==> config.mk <==
export PLATFORM = sky130hd
export DESIGN_NAME = bsg_mesh_credit_link_sender_flat
export DESIGN_NICKNAME = d
export VERILOG_FILES = /design/src/rtl/bsg_mesh_credit_link_sender_if.sv /design/src/rtl/bsg_mesh_credit_link_sender.sv /design/src/flat_wrapper.sv
export SDC_FILE = /design/constraint.sdc
export NUM_CORES = 1
export LEC_CHECK = 0
export ABC_CLOCK_PERIOD_IN_PS = 1850
export CAP_MARGIN = 10
export CORE_MARGIN = 3
export CORE_UTILIZATION = 45
export DETAILED_ROUTE_END_ITERATION = 8
export PLACE_DENSITY_LB_ADDON = 0.12
export REMOVE_ABC_BUFFERS = 1
export SYNTH_ARGS = -nofsm -noshare
export SYNTH_HDL_FRONTEND = slang
export SYNTH_SLANG_ARGS = --single-unit
export TNS_END_PERCENT = 20
==> constraint.sdc <==
create_clock -name clk_i -period 1.85 [get_ports clk_i]
set_input_delay 0.185 -clock clk_i [delete_from_list [all_inputs] [get_ports clk_i]]
set_output_delay 0.185 -clock clk_i [all_outputs]
set_load 0.1 [all_outputs]
==> src/rtl/bsg_mesh_credit_link_sender_if.sv <==
// Source-side valid/ready handshake plus the credit-governed link toward the router.
// Latency: none (wires only).
// Backpressure: ready_o throttles the source; the link itself never stalls, credits gate it.
interface bsg_mesh_credit_link_sender_if #(
  parameter int width_p = 8
);
  logic               v_i;
  logic [width_p-1:0] data_i;
  logic               ready_o;
  logic               link_v_o;
  logic [width_p-1:0] link_data_o;
  logic               link_credit_i;

  // Transmitter view: takes packets and credits, drives ready and the link.
  modport master (
    input  v_i,
    input  data_i,
    input  link_credit_i,
    output ready_o,
    output link_v_o,
    output link_data_o
  );

  // Environment view: packet source plus the downstream router returning credits.
  modport slave (
    output v_i,
    output data_i,
    output link_credit_i,
    input  ready_o,
    input  link_v_o,
    input  link_data_o
  );
endinterface

==> src/rtl/bsg_mesh_credit_link_sender.sv <==
// Generic synchronous FIFO used as the sender's local packet buffer.
// Latency: one cycle from enqueue to head visible (first-word-fall-through after the write).
// Backpressure: enq_rdy is ~full (and low in reset); no bypass, so a full FIFO refuses even while draining.
module bsg_mesh_credit_link_fifo #(
  parameter  int width_p      = 8,
  parameter  int els_p        = 2,
  localparam int ptr_width_lp = (els_p > 1) ? $clog2(els_p) : 1,
  localparam int cnt_width_lp = $clog2(els_p + 1)
) (
  input  logic               clk_i,
  input  logic               reset_i,
  input  logic               enq_vld,
  input  logic [width_p-1:0] enq_dat,
  output logic               enq_rdy,
  output logic               deq_vld,
  output logic [width_p-1:0] deq_dat,
  input  logic               deq_rdy
);

  logic [width_p-1:0]      mem_r [els_p];
  logic [ptr_width_lp-1:0] rd_ptr_r;
  logic [ptr_width_lp-1:0] wr_ptr_r;
  logic [cnt_width_lp-1:0] cnt_r;
  logic                    full;
  logic                    empty;
  logic                    enq;
  logic                    deq;

  // Pointers wrap explicitly so depths that are not a power of two work.
  function automatic logic [ptr_width_lp-1:0] ptr_inc(input logic [ptr_width_lp-1:0] p);
    return (p == ptr_width_lp'(els_p - 1)) ? '0 : p + 1'b1;
  endfunction

  assign full    = (cnt_r == cnt_width_lp'(els_p));
  assign empty   = (cnt_r == '0);
  assign enq_rdy = ~full & ~reset_i;
  assign deq_vld = ~empty;
  assign deq_dat = mem_r[rd_ptr_r];
  assign enq     = enq_vld & enq_rdy;
  assign deq     = deq_rdy & ~empty;

  // Storage array; contents need no reset because occupancy is tracked separately.
  always_ff @(posedge clk_i) begin
    if (enq) begin
      mem_r[wr_ptr_r] <= enq_dat;
    end
  end

  // Pointer and occupancy bookkeeping; reset empties the buffer.
  always_ff @(posedge clk_i) begin
    if (reset_i) begin
      rd_ptr_r <= '0;
      wr_ptr_r <= '0;
      cnt_r    <= '0;
    end else begin
      if (enq) begin
        wr_ptr_r <= ptr_inc(wr_ptr_r);
      end
      if (deq) begin
        rd_ptr_r <= ptr_inc(rd_ptr_r);
      end
      case ({enq, deq})
        2'b10:   cnt_r <= cnt_r + 1'b1;
        2'b01:   cnt_r <= cnt_r - 1'b1;
        default: ;
      endcase
    end
  end

endmodule

// Credit-based link transmitter feeding a mesh router input port that runs in credit mode.
// Latency: two cycles minimum from source acceptance to link_v_o (buffer write, then output register).
// Backpressure: ready_o drops when the local buffer is full; launches wait for a nonzero credit count.
module bsg_mesh_credit_link_sender #(
  parameter  int width_p         = -1,
  parameter  int credits_p       = 2,
  parameter  int buf_els_p       = 2,
  localparam int credit_width_lp = $clog2(credits_p + 1)
) (
  input  logic                              clk_i,
  input  logic                              reset_i,
  bsg_mesh_credit_link_sender_if.master     link_if,
  output logic [credit_width_lp-1:0]        credit_count_o,
  output logic                              idle_o
);

  localparam logic [credit_width_lp-1:0] credits_full_lp = credit_width_lp'(credits_p);

  logic                       buf_vld;
  logic [width_p-1:0]         buf_dat;
  logic                       send;
  logic [credit_width_lp-1:0] credit_cnt_r;
  logic [credit_width_lp-1:0] credit_cnt_n;
  logic                       credit_overflow;
  logic                       link_v_r;
  logic [width_p-1:0]         link_data_r;

  bsg_mesh_credit_link_fifo #(
    .width_p (width_p),
    .els_p   (buf_els_p)
  ) pkt_buf (
    .clk_i   (clk_i),
    .reset_i (reset_i),
    .enq_vld (link_if.v_i),
    .enq_dat (link_if.data_i),
    .enq_rdy (link_if.ready_o),
    .deq_vld (buf_vld),
    .deq_dat (buf_dat),
    .deq_rdy (send)
  );

  // A packet launches whenever one is waiting and the router has room for it.
  assign send = buf_vld & (credit_cnt_r != '0);

  // Credit arithmetic: a launch spends one, a returned pulse restores one; both cancel.
  // A return that would exceed the downstream FIFO depth is a router protocol error and is dropped.
  always_comb begin
    credit_cnt_n    = credit_cnt_r;
    credit_overflow = 1'b0;
    case ({send, link_if.link_credit_i})
      2'b10: credit_cnt_n = credit_cnt_r - 1'b1;
      2'b01: begin
        if (credit_cnt_r == credits_full_lp) begin
          credit_overflow = 1'b1;
        end else begin
          credit_cnt_n = credit_cnt_r + 1'b1;
        end
      end
      default: ;
    endcase
  end

  // Credit register; reset restores the full downstream depth and ignores pulses during reset.
  always_ff @(posedge clk_i) begin
    if (reset_i) begin
      credit_cnt_r <= credits_full_lp;
    end else begin
      credit_cnt_r <= credit_cnt_n;
    end
  end

  // Registered link stage: valid for exactly one cycle per launch, data held between launches.
  always_ff @(posedge clk_i) begin
    if (reset_i) begin
      link_v_r    <= 1'b0;
      link_data_r <= '0;
    end else begin
      link_v_r <= send;
      if (send) begin
        link_data_r <= buf_dat;
      end
    end
  end

  assign link_if.link_v_o    = link_v_r;
  assign link_if.link_data_o = link_data_r;
  assign credit_count_o      = credit_cnt_r;
  assign idle_o              = ~buf_vld & ~link_v_r & (credit_cnt_r == credits_full_lp);

  credit_return_overflow: assert property (@(posedge clk_i) disable iff (reset_i) !credit_overflow)
    else $error("bsg_mesh_credit_link_sender: credit returned while already holding %0d credits", credits_p);

endmodule

==> src/flat_wrapper.sv <==
// flat-port wrapper written by rule: the top's interface ports become plain ports
module bsg_mesh_credit_link_sender_flat 
#(
  parameter  int width_p         = -1,
  parameter  int credits_p       = 2,
  parameter  int buf_els_p       = 2,
  localparam int credit_width_lp = $clog2(credits_p + 1)
)
  (clk_i, reset_i, credit_count_o, idle_o, link_if_v_i, link_if_data_i, link_if_link_credit_i, link_if_ready_o, link_if_link_v_o, link_if_link_data_o);
  bsg_mesh_credit_link_sender_if #(.width_p(width_p)) link_if_i ();
  input  logic clk_i;
  input  logic reset_i;
  output logic [credit_width_lp-1:0] credit_count_o;
  output logic idle_o;
  input wire logic [$bits(link_if_i.v_i)-1:0] link_if_v_i;
  input wire logic [$bits(link_if_i.data_i)-1:0] link_if_data_i;
  input wire logic [$bits(link_if_i.link_credit_i)-1:0] link_if_link_credit_i;
  output wire logic [$bits(link_if_i.ready_o)-1:0] link_if_ready_o;
  output wire logic [$bits(link_if_i.link_v_o)-1:0] link_if_link_v_o;
  output wire logic [$bits(link_if_i.link_data_o)-1:0] link_if_link_data_o;
  assign link_if_i.v_i = link_if_v_i;
  assign link_if_i.data_i = link_if_data_i;
  assign link_if_i.link_credit_i = link_if_link_credit_i;
  assign link_if_ready_o = link_if_i.ready_o;
  assign link_if_link_v_o = link_if_i.link_v_o;
  assign link_if_link_data_o = link_if_i.link_data_o;
  bsg_mesh_credit_link_sender #(.width_p(width_p), .credits_p(credits_p), .buf_els_p(buf_els_p)) u_core (.clk_i(clk_i), .reset_i(reset_i), .link_if(link_if_i), .credit_count_o(credit_count_o), .idle_o(idle_o));
endmodule
* After elaboration in Yosys (flattened, before gate mapping) *
Memories as Yosys holds them, arrays and structs flattened. A register that Yosys moved wholly into a read port is not among the register bits.
Index checks and enable logic that the tools add are counted.

storage, ports and cells
  register bits = 7
  bits in writable memories = 6
  logic and storage cells = 41
  memories = 1

memories
  memory                words  bits a word  read ports  clocked after Yosys merged registers in  write ports  line                               RTL
  u_core.pkt_buf.mem_r  2      3            1           1                                        1            bsg_mesh_credit_link_sender.sv:20  logic [width_p-1:0] mem_r [els_p];

operators by class
  add/sub/neg operators = 6
  equality and inequality tests = 7
  muxes and demuxes = 7
  bitwise logic cells = 10
  reductions and logical operators = 5

operators with widths
  cell                   count
  $eq A2 B2 Y1 const B   4
  $pmux W2 S2            2
  $and A1 B1 Y1          6
  $reduce_bool A2 Y1     3
  $add A2 B1 Y2 const B  2
  $eq A2 B1 Y1 const B   2
  $mux W1                4
  $not A1 Y1             4
  $sub A2 B1 Y2 const B  2
  $add A1 B1 Y1 const B  2
  $logic_not A2 Y1       1
  $mux W2                1
  $ne A2 B2 Y1 const B   1
  $reduce_and A2 Y1      1

* Longest topological paths before layout *
Gate-level depths: netlist of the first run.

  depth after elaboration = 6
  mapped depth = 7

* Modules after synthesis *
A second synthesis of the first run with hierarchy kept.

second synthesis, totals
  cell total of the unflattened synthesis = 62
  area, all modules = 703.2 sq um

by module, submodules not included
  module                       instances  cells each  area an instance (sq um)
  bsg_mesh_credit_link_fifo    1          35          440.4
  bsg_mesh_credit_link_sender  1          27          262.8

* Worst setup path after synthesis of the first run *
OpenSTA, ideal clock, no wires.

  kind = register -> output
  start point = register u_core.credit_cnt_r[1] (netlist: u_core.credit_count_o[1])
  end point = output idle_o
  data arrival time = 4119 ps
  path slack = -2454 ps
  stages on the path, launching flop included = 3
  path buffers = 0
  cell sequence = dfxtp_1 -> inv_1 -> nor4_1

between the ends
  word-level cells in the longest chain between the ends = 2

RTL lines
  what                    line                                RTL
  from (decl)             bsg_mesh_credit_link_sender.sv:93   logic [credit_width_lp-1:0] credit_cnt_r;
  from (signal assigned)  bsg_mesh_credit_link_sender.sv:137  credit_cnt_r <= credits_full_lp;
  from (signal assigned)  bsg_mesh_credit_link_sender.sv:139  credit_cnt_r <= credit_cnt_n;
  $eq A2 B2 Y1            bsg_mesh_credit_link_sender.sv:159  assign idle_o = ~buf_vld & ~link_v_r & (credit_cnt_r == credits_full_lp);
  $and A1 B1 Y1           bsg_mesh_credit_link_sender.sv:159
  to (decl)               flat_wrapper.sv:14                  output logic idle_o;

No other way between the ends.

* Final worst setup path of the first run *
  start point = register u_core.pkt_buf.cnt_r[1]
  end point = output idle_o

between the ends
  word-level cells in the longest chain between the ends = 3

RTL lines
  what                        line                                RTL
  from (decl)                 bsg_mesh_credit_link_sender.sv:23   logic [cnt_width_lp-1:0] cnt_r;
  from (signal assigned)      bsg_mesh_credit_link_sender.sv:63   2'b10: cnt_r <= cnt_r + 1'b1;
  from (signal assigned)      bsg_mesh_credit_link_sender.sv:64   2'b01: cnt_r <= cnt_r - 1'b1;
  $logic_not A2 Y1            bsg_mesh_credit_link_sender.sv:35   assign empty = (cnt_r == '0);
  $and A1 B1 Y1 (2 in a row)  bsg_mesh_credit_link_sender.sv:159

No other way between the ends.

==> results.yml, run 1 <==
floorplanning:
  die_area_um2: 1990
  core-area_um2: 1350
  rows: 13
  die_h_um: 44.6
  pin_count: 15
  fp.dieW_um: 44.6
  start_util_pct: 49.8
route:
  dr.pass1.iters: 4
  routed_wl_um: 1200
  drtAntennaViolNets: 0
  post_drt_wl_per_cell_um: 12.8
  drtIter0Drc: 10
  via_count: 500
  drc: 0
  via_per_inst: 5.32
yosys:
  synth_async_sr_flop_share_pct: 0
  synthTopCellsByArea: "dfxtp_1 (30%), edfxtp_1 (27%), mux2i_1 (4.5%)"
  synth.avg_cell_area_um2: 10.8
  yosys-top-cells-count: "dfxtp_1 (10), nor2_1 (7), edfxtp_1 (6)"
  syn_inst: 62
  synth-seq-area-share_pct: 56.6
  ys_types: 27
  yosysMostFrequentCell: "dfxtp_1"
  yosysTopAreaCell: "dfxtp_1"
  yosysWarningCount: 0
  synth_edf_count: 6
  synth_area_um2: 672
  synth_top_area_share_pct: 29.8
  ys_ff_latch: 16
  synth_ff_type: "dfxtp_1"
final_layout:
  fin_nets: 88
  diodes: 0
  drive_gt1_share_pct: 24.1
  seq_area_um2: 382
  areaGrowthSynthToFinish_pct: 28.9
  post-route-util_pct: 64.1
  fillers: 114
  multi_input_area_um2: 268
global_route:
  grt_pass1_vias: 459
  grt-ovfl-total: 0
  grt_usage_pct: 14.3
  antenna_found_initial: 0
  grt_pass1_wl_um: 1970
  grt_max_degree: 11
sta:
  finalSetupViolCount: 0
  worst_slew_pin_slew_ps: 488
  slew_headroom_pct: 67.2
  fin_crit_sh_pct: 95.8
  slew_viol_final: 0
  rsz0062_at_grt: "no"
  hold_violations: 0
  finalClockSkew_ps: 7.23
  setup_ws_ps: 78.3
  worst_hold_slack_ps: 478
  period_needed_ps: 1770
  max_freq_mhz: 564
  setup_tns_ps: 0
setup_path:
  critPathArrivalTime_ps: 1590
  path_cells: "or2_2 -> nor4_1 -> buf_12"
  path_max_fanout: 6
  cp-start-kind: "flip-flop"
  crit_type: "reg -> out"
  cpPeakStageDelay_ps: 380
  critPathRequiredTime_ps: 1660
  slowest_stage: "nor4_1"
  critPathLaunch: "u_core.pkt_buf.cnt_r[1]$_SDFFE_PP0P_"
  r2r_start: "u_core.pkt_buf.cnt_r[0]$_SDFFE_PP0P_"
  cp-end-kind: "output pin"
clock_network:
  clkSlewWorstSetupHoldPaths_ps: 90
  cts_sinks: 16
  numCtsBuffers: 3
  cts_buffer_depth: 2
  cts_root_buffer: "clkbuf_4"
  htreeDepth: 1
  ctsHoldBuffers: 0
  cts_tree: "yes"
  insertion_delay_ps: 290
  postCtsSetupBuffers: 0
placed_design:
  dpl.hpwl_um: 866
  finalWeightedCongestion: 0.658
  io_buffers: 14
  place_ws_ps: 107
hold_path:
  min_from: "link_if_data_i[2]"
  min_path_type: "in -> reg"
job:
  drv_cap: 0
run_status:
  outcome: "finished clean"
==> flip-flops by register name, summed over array words and instances (netlist names) <==
register and flops:
u_core.pkt_buf.mem_r 6, u_core.pkt_buf.cnt_r 2, u_core.link_if.link_data_o[-2] 1, u_core.pkt_buf.wr_ptr_r 1, u_core.link_if.link_data_o[-1] 1, u_core.pkt_buf.rd_ptr_r 1, u_core.link_if.link_data_o 1, u_core.credit_count_o 2
u_core.link_if.link_v_o 1
==> per-layer routing <==
| layer | GRT usage (%) | part of all wire, % | vias up |
|---|---|---|---|
| li1 | - | - | 256 |
| met1 | 15.7 | 46 | 226 |
| met2 | 22.3 | 46 | 16 |
| met3 | 6.10 | 6.9 | 2 |
| met4 | 9.04 | 1.2 | 0 |
| met5 | 0 | 0 | - |
==> repair_timing <==
| item | CTS | global route |
|---|---|---|
| endpoints found under the setup margin | 0 | 1 |
| endpoints found under the hold margin | 0 | 0 |
| resized for setup | 0 | 1 |
==> area by class of cell <==
cell class,count,area share [%]
clock inverters,1,0.434
clock buffers,3,2.60
multi-input cells,40,30.9
repair buffers,16,18.5
well taps,15,2.17
inverters,3,1.30
flip-flops and latches,16,44.1
==> worst max-delay path: cells and delay by family (launching register included) <==
family	cells	cell delay, ps
buffers and inverters	1	240
and+or+nand+nor	2	700
DFF	1	360
==> cells by family after synthesis <==
family	share of synthesized area, %
fa+ha+maj	1.86
xor+xnor	5.22
simple gates	16.8
buf+inv	3.54
flops	56.6
compound gates	11.5
mux	4.47
==> path summary, 6_finish.rpt <==
path	endpoint	slack (ps)	depth (start not counted)
worst max register to register	u_core.pkt_buf.cnt_r[1]$_SDFFE_PP0P_	150	6
worst min-delay path	u_core.pkt_buf.mem_r[1][2]$_DFFE_PP_	480	1
worst min register to register	u_core.link_if.link_data_o[-2]$_SDFFE_PP0P_	510	2
worst max-delay path	idle_o	80	3
==> cells in the final DEF, fill, tap and decap left out <==
cell	Yosys	routed
a211oi_1	3	3
a21oi_1	2	2
a221oi_1	1	1
a31o_2	1	1
and2_1	1	1
and2b_2	1	1
and3_1	1	1
buf_12	0	2
buf_4	0	8
clkbuf_4	0	3
clkdlybuf4s50_1	0	6
clkinv_1	0	1
dfxtp_1	10	9
dfxtp_2	0	1
edfxtp_1	6	6
ha_1	1	1
inv_1	3	3
mux2i_1	3	3
nand2_1	4	4
nand2b_1	1	1
nand4_1	1	1
nor2_1	7	7
nor4_1	1	1
nor4_2	1	1
o211ai_1	1	1
o21ai_0	2	2
o22a_2	1	1
or2_2	1	1
or3_1	2	2
xnor2_1	3	3
xor2_1	1	1
==> through the flow <==
step	area, um^2	instances
6_report	866	94
4_1_cts	865	94
3_5_place_dp	838	90
3_3_place_gp	838	90
5_1_grt	866	94
2_1_floorplan	659	59
Power of run 1 is not shown: default switching activity piles up to over one toggle a cycle in this logic, so the estimate is an artifact.
==> inputs of run 2 (changes only) <==
--- a/config.mk
+++ b/config.mk
@@ -8,9 +8,10 @@
 export ABC_CLOCK_PERIOD_IN_PS = 1850
 export CAP_MARGIN = 10
 export CORE_MARGIN = 3
-export CORE_UTILIZATION = 45
+export CORE_UTILIZATION = 47
 export DETAILED_ROUTE_END_ITERATION = 8
-export PLACE_DENSITY_LB_ADDON = 0.12
+export GPL_TIMING_DRIVEN = 0
+export PLACE_DENSITY = 0.75
 export REMOVE_ABC_BUFFERS = 1
 export SYNTH_ARGS = -nofsm -noshare
 export SYNTH_HDL_FRONTEND = slang
==> run 2 against run 1 <==
Compared with the run above: global-route usage decreased by 1.7 points; worst hold slack improved by 12 ps; sequential share of layout area grew 2.3 points; routed wire length fell by 15%; via count fell by 7.0%; clock skew shrank 5.9 ps; core utilization decreased by 1.6 points; count of clock-buffer cells in the layout is the same; die area shrank 3.7%; setup slack better by 41 ps; critical path depth is 2 lower; critical endpoint is now credit_count_o[1].
==> results.yml, run 2 (synthesis results as in run 1) <==
setup_path:
  crit_family: "buffers and inverters"
  crit_type: "reg -> out"
  r2r_slack_ps: 130
  cp-end-kind: "output pin"
  slowest_stage: "dlygate4sd2_1"
  critPathArrivalTime_ps: 1550
  cpPeakStageDelay_ps: 880
  cp-start-kind: "flip-flop"
  path_max_fanout: 5
  critPathRequiredTime_ps: 1660
  crit_buf_inv: 1
  path_cells: "dlygate4sd2_1"
clock_network:
  numCtsBuffers: 3
  insertion_delay_ps: 270
  cts_root_buffer: "clkbuf_4"
  clkSlewWorstSetupHoldPaths_ps: 80
  postCtsSetupBuffers: 0
  cts_buffer_depth: 2
  cts_sinks: 16
  htreeDepth: 1
  cts_tree: "yes"
  ctsHoldBuffers: 0
floorplanning:
  pin_count: 15
  fp.dieW_um: 43.8
  start_util_pct: 51.0
  core-area_um2: 1320
  die_area_um2: 1920
  rows: 13
  die_h_um: 43.8
route:
  drtAntennaViolNets: 0
  via_count: 465
  post_drt_wl_per_cell_um: 11.3
  drtIter0Drc: 2
  routed_wl_um: 1030
  drc: 0
  dr.pass1.iters: 3
  via_per_inst: 5.11
hold_path:
  min_path_type: "in -> reg"
job:
  drv_cap: 0
placed_design:
  place_ws_ps: -551
  io_buffers: 14
  finalWeightedCongestion: 0.769
  dpl.hpwl_um: 781
global_route:
  grt_max_degree: 12
  grt-ovfl-total: 0
  grt_pass1_wl_um: 1750
  grt_pass1_vias: 412
  antenna_found_initial: 0
  grt_usage_pct: 12.6
final_layout:
  top_register: "u_core.pkt_buf.mem_r"
  diodes: 0
  fin_nets: 86
  drive_gt1_share_pct: 15.8
  areaGrowthSynthToFinish_pct: 22.5
  final_cell_mix: "dfxtp_1 (9), nor2_1 (7), clkdlybuf4s50_1 (6), edfxtp_1 (6), dlygate4sd2_1 (5)"
  largest_register_ff_count: 6
  final_common_cell: "dfxtp_1"
sta:
  finalClockSkew_ps: 1.30
  max_freq_mhz: 578
  rsz0062_at_grt: "no"
  fin_crit_sh_pct: 93.6
  period_needed_ps: 1730
  slew_headroom_pct: 36.7
  slew_viol_final: 0
  finalSetupViolCount: 0
  worst_hold_slack_ps: 490
  worst_slew_pin_slew_ps: 953
  hold_violations: 0
  setup_ws_ps: 119
run_status:
  outcome: "finished clean"
[run 2: final cells by class]
class / count / area, um^2
fill: 119 / 494
sequential: 16 / 382
multi-input combinational: 40 / 268
timing repair buffer: 14 / 121
clock buffer: 3 / 22.5
tap: 15 / 18.8
inverter: 3 / 11.3
[run 2: per-stage QoR]
step	utilization (%)	setup TNS (ps)	area, um^2	std cells
floorplan	-	-7060	659	59
global placement	62.1	-1040	818	88
detailed placement	62.1	-1040	818	88
CTS	62.5	0	823	91
global route	62.5	0	823	91
finish	62.5	0	823	91
[run 2: routing by layer]
layer,vias to the layer above,share of wire (%),global-route usage [%]
met4,0,1.2,7.23
met5,-,0,0
met2,9,46,17.2
li1,252,-,-
met1,202,47,16.7
met3,2,5.4,4.98
[run 2: worst paths after layout]
path	startpoint	endpoint	cells past startpoint
max	u_core.credit_count_o[1]$_SDFFE_PP1P_	credit_count_o[1]	1
min	link_if_data_i[0]	u_core.pkt_buf.mem_r[0][0]$_DFFE_PP_	1
max reg2reg	u_core.pkt_buf.cnt_r[0]$_SDFFE_PP0P_	u_core.pkt_buf.cnt_r[1]$_SDFFE_PP0P_	6
min reg2reg	u_core.link_if.link_data_o[0]$_SDFFE_PP0P_	u_core.link_if.link_data_o[0]$_SDFFE_PP0P_	2
[run 2: timing repair]
action	CTS	global route
setup endpoints to repair	8	4
cloned	0	0
gates resized for setup	17	4
Power of run 2 is left out for the same reason.
==> inputs of run 3 (changes only) <==
--- a/config.mk
+++ b/config.mk
@@ -6,13 +6,11 @@
 export NUM_CORES = 1
 export LEC_CHECK = 0
 export ABC_CLOCK_PERIOD_IN_PS = 1850
-export CAP_MARGIN = 10
 export CORE_MARGIN = 3
 export CORE_UTILIZATION = 47
 export DETAILED_ROUTE_END_ITERATION = 8
 export GPL_TIMING_DRIVEN = 0
 export PLACE_DENSITY = 0.75
-export REMOVE_ABC_BUFFERS = 1
 export SYNTH_ARGS = -nofsm -noshare
 export SYNTH_HDL_FRONTEND = slang
 export SYNTH_SLANG_ARGS = --single-unit
==> run 3 against run 2 <==
Compared with the run above: critical path depth unchanged; setup slack worse by 36 ps; routed wire length up 18%; maximum frequency down 2.1%; non-clock buffer count up 3; via count up 9.0%; first-iteration DRC count rose to 2.5 times the previous value; critical path type unchanged.
==> results.yml, run 3 (synthesis results as in run 1) <==
route:
  via_count: 507
  via_per_inst: 5.34
  routed_wl_um: 1210
  post_drt_wl_per_cell_um: 12.7
  drc: 0
  drtAntennaViolNets: 0
  drtIter0Drc: 5
  dr.pass1.iters: 4
clock_network:
  cts_root_buffer: "clkbuf_4"
  cts_sinks: 16
  clkSlewWorstSetupHoldPaths_ps: 90
  numCtsBuffers: 3
  insertion_delay_ps: 280
  htreeDepth: 1
  ctsHoldBuffers: 0
  cts_tree: "yes"
  cts_buffer_depth: 2
floorplanning:
  pin_count: 15
  rows: 13
  die_area_um2: 1920
  core-area_um2: 1320
  fp.dieW_um: 43.8
  start_util_pct: 51.0
  die_h_um: 43.8
final_layout:
  drive_gt1_share_pct: 23.8
  final_common_cell: "dfxtp_1"
  stdcell_area_um2: 891
  largest_register_ff_count: 6
  final_cell_mix: "dfxtp_1 (7), nor2_1 (6), clkdlybuf4s50_1 (6), dlygate4sd2_1 (6), edfxtp_1 (6)"
  areaGrowthSynthToFinish_pct: 32.6
  fillers: 119
  top_register: "u_core.pkt_buf.mem_r"
  fin_nets: 89
  diodes: 0
setup_path:
  path_max_fanout: 8
  critPathArrivalTime_ps: 1580
  path_cells: "dlygate4sd2_1"
  crit_family: "buffers and inverters"
  cp-start-kind: "flip-flop"
  cpPeakStageDelay_ps: 870
  cp-end-kind: "output pin"
  r2r_slack_ps: 220
  reg2reg_depth: 7
  slowest_stage: "dlygate4sd2_1"
  crit_buf_inv: 1
  critPathRequiredTime_ps: 1660
  r2r_start: "u_core.pkt_buf.cnt_r[0]$_SDFFE_PP0P_"
  r2r-end: "u_core.pkt_buf.cnt_r[1]$_SDFFE_PP0P_"
  crit_type: "reg -> out"
hold_path:
  holdPathEnd: "u_core.pkt_buf.mem_r[0][0]$_DFFE_PP_"
  min_path_type: "in -> reg"
  min_from: "link_if_data_i[0]"
  hold_depth: 1
sta:
  period_needed_ps: 1770
  worst_slew_pin_slew_ps: 961
  slew_viol_final: 0
  worst_hold_slack_ps: 485
  setup_ws_ps: 82.5
  slew_headroom_pct: 36.2
  finalSetupViolCount: 0
  rsz0062_at_grt: "no"
  fin_crit_sh_pct: 95.5
  hold_violations: 0
  max_freq_mhz: 566
  setup_tns_ps: 0
  finalClockSkew_ps: 0.827
placed_design:
  placed_area_um2: 875
  dpl.hpwl_um: 846
  place_ws_ps: -558
  finalWeightedCongestion: 0.658
  io_buffers: 14
global_route:
  grt_usage_pct: 14.4
  antenna_found_initial: 0
  grt-ovfl-total: 0
  grt_pass1_vias: 444
  grt_max_degree: 11
  grt_pass1_wl_um: 1970
job:
  drv_cap: 0
run_status:
  outcome: "finished clean"
yosys:
  synthesis.nets: 70
## run 3: cell types whose count changed in the layout (fill, tap and decap cells not counted), sizes merged
cell and delta:
buf +2, clkinv +1, dlygate4sd2 +1
## run 3: final cells by class
type / count / area, um^2 / share of cell area [%]
tap: 15 / 18.8 / 2.11
clock buffer: 3 / 22.5 / 2.53
buffer: 3 / 13.8 / 1.54
timing repair buffer: 14 / 129 / 14.5
clock inverter: 1 / 3.75 / 0.421
multi-input combinational: 40 / 305 / 34.3
sequential: 16 / 387 / 43.4
inverter: 3 / 11.3 / 1.26
## run 3: worst max-delay path by stage
stage | start | end | slack [ps] | cells past startpoint
finish | u_core.credit_count_o[0]$_SDFFE_PP0P_ | credit_count_o[0] | 80 | 1
global route | u_core.credit_count_o[0]$_SDFFE_PP0P_ | credit_count_o[0] | 20 | 1
CTS | u_core.pkt_buf.cnt_r[1]$_SDFFE_PP0P_ | idle_o | -160 | 3
detailed placement | reset_i | link_if_ready_o | -560 | 4
global placement | reset_i | link_if_ready_o | -540 | 4
floorplan | u_core.pkt_buf.cnt_r[0]$_SDFFE_PP0P_ | u_core.pkt_buf.cnt_r[1]$_SDFFE_PP0P_ | -190 | 7
## run 3: layer usage
layer	routed length [um]	GRT usage, %
met1	514	17.1
met2	638	23.0
met3	55	6.22
met4	0	5.42
met5	0	0
## run 3: what timing repair did
action,CTS,global route
setup buffers,0,0
endpoints found under the setup margin,8,2
resized for setup,14,6
## run 3: metrics by stage
stage	utilization [%]	cells
finish	67.6	95
global route	67.6	95
CTS	68.0	95
detailed placement	66.4	91
global placement	66.4	91
floorplan	-	62
Power of run 3 is left out for the same reason.
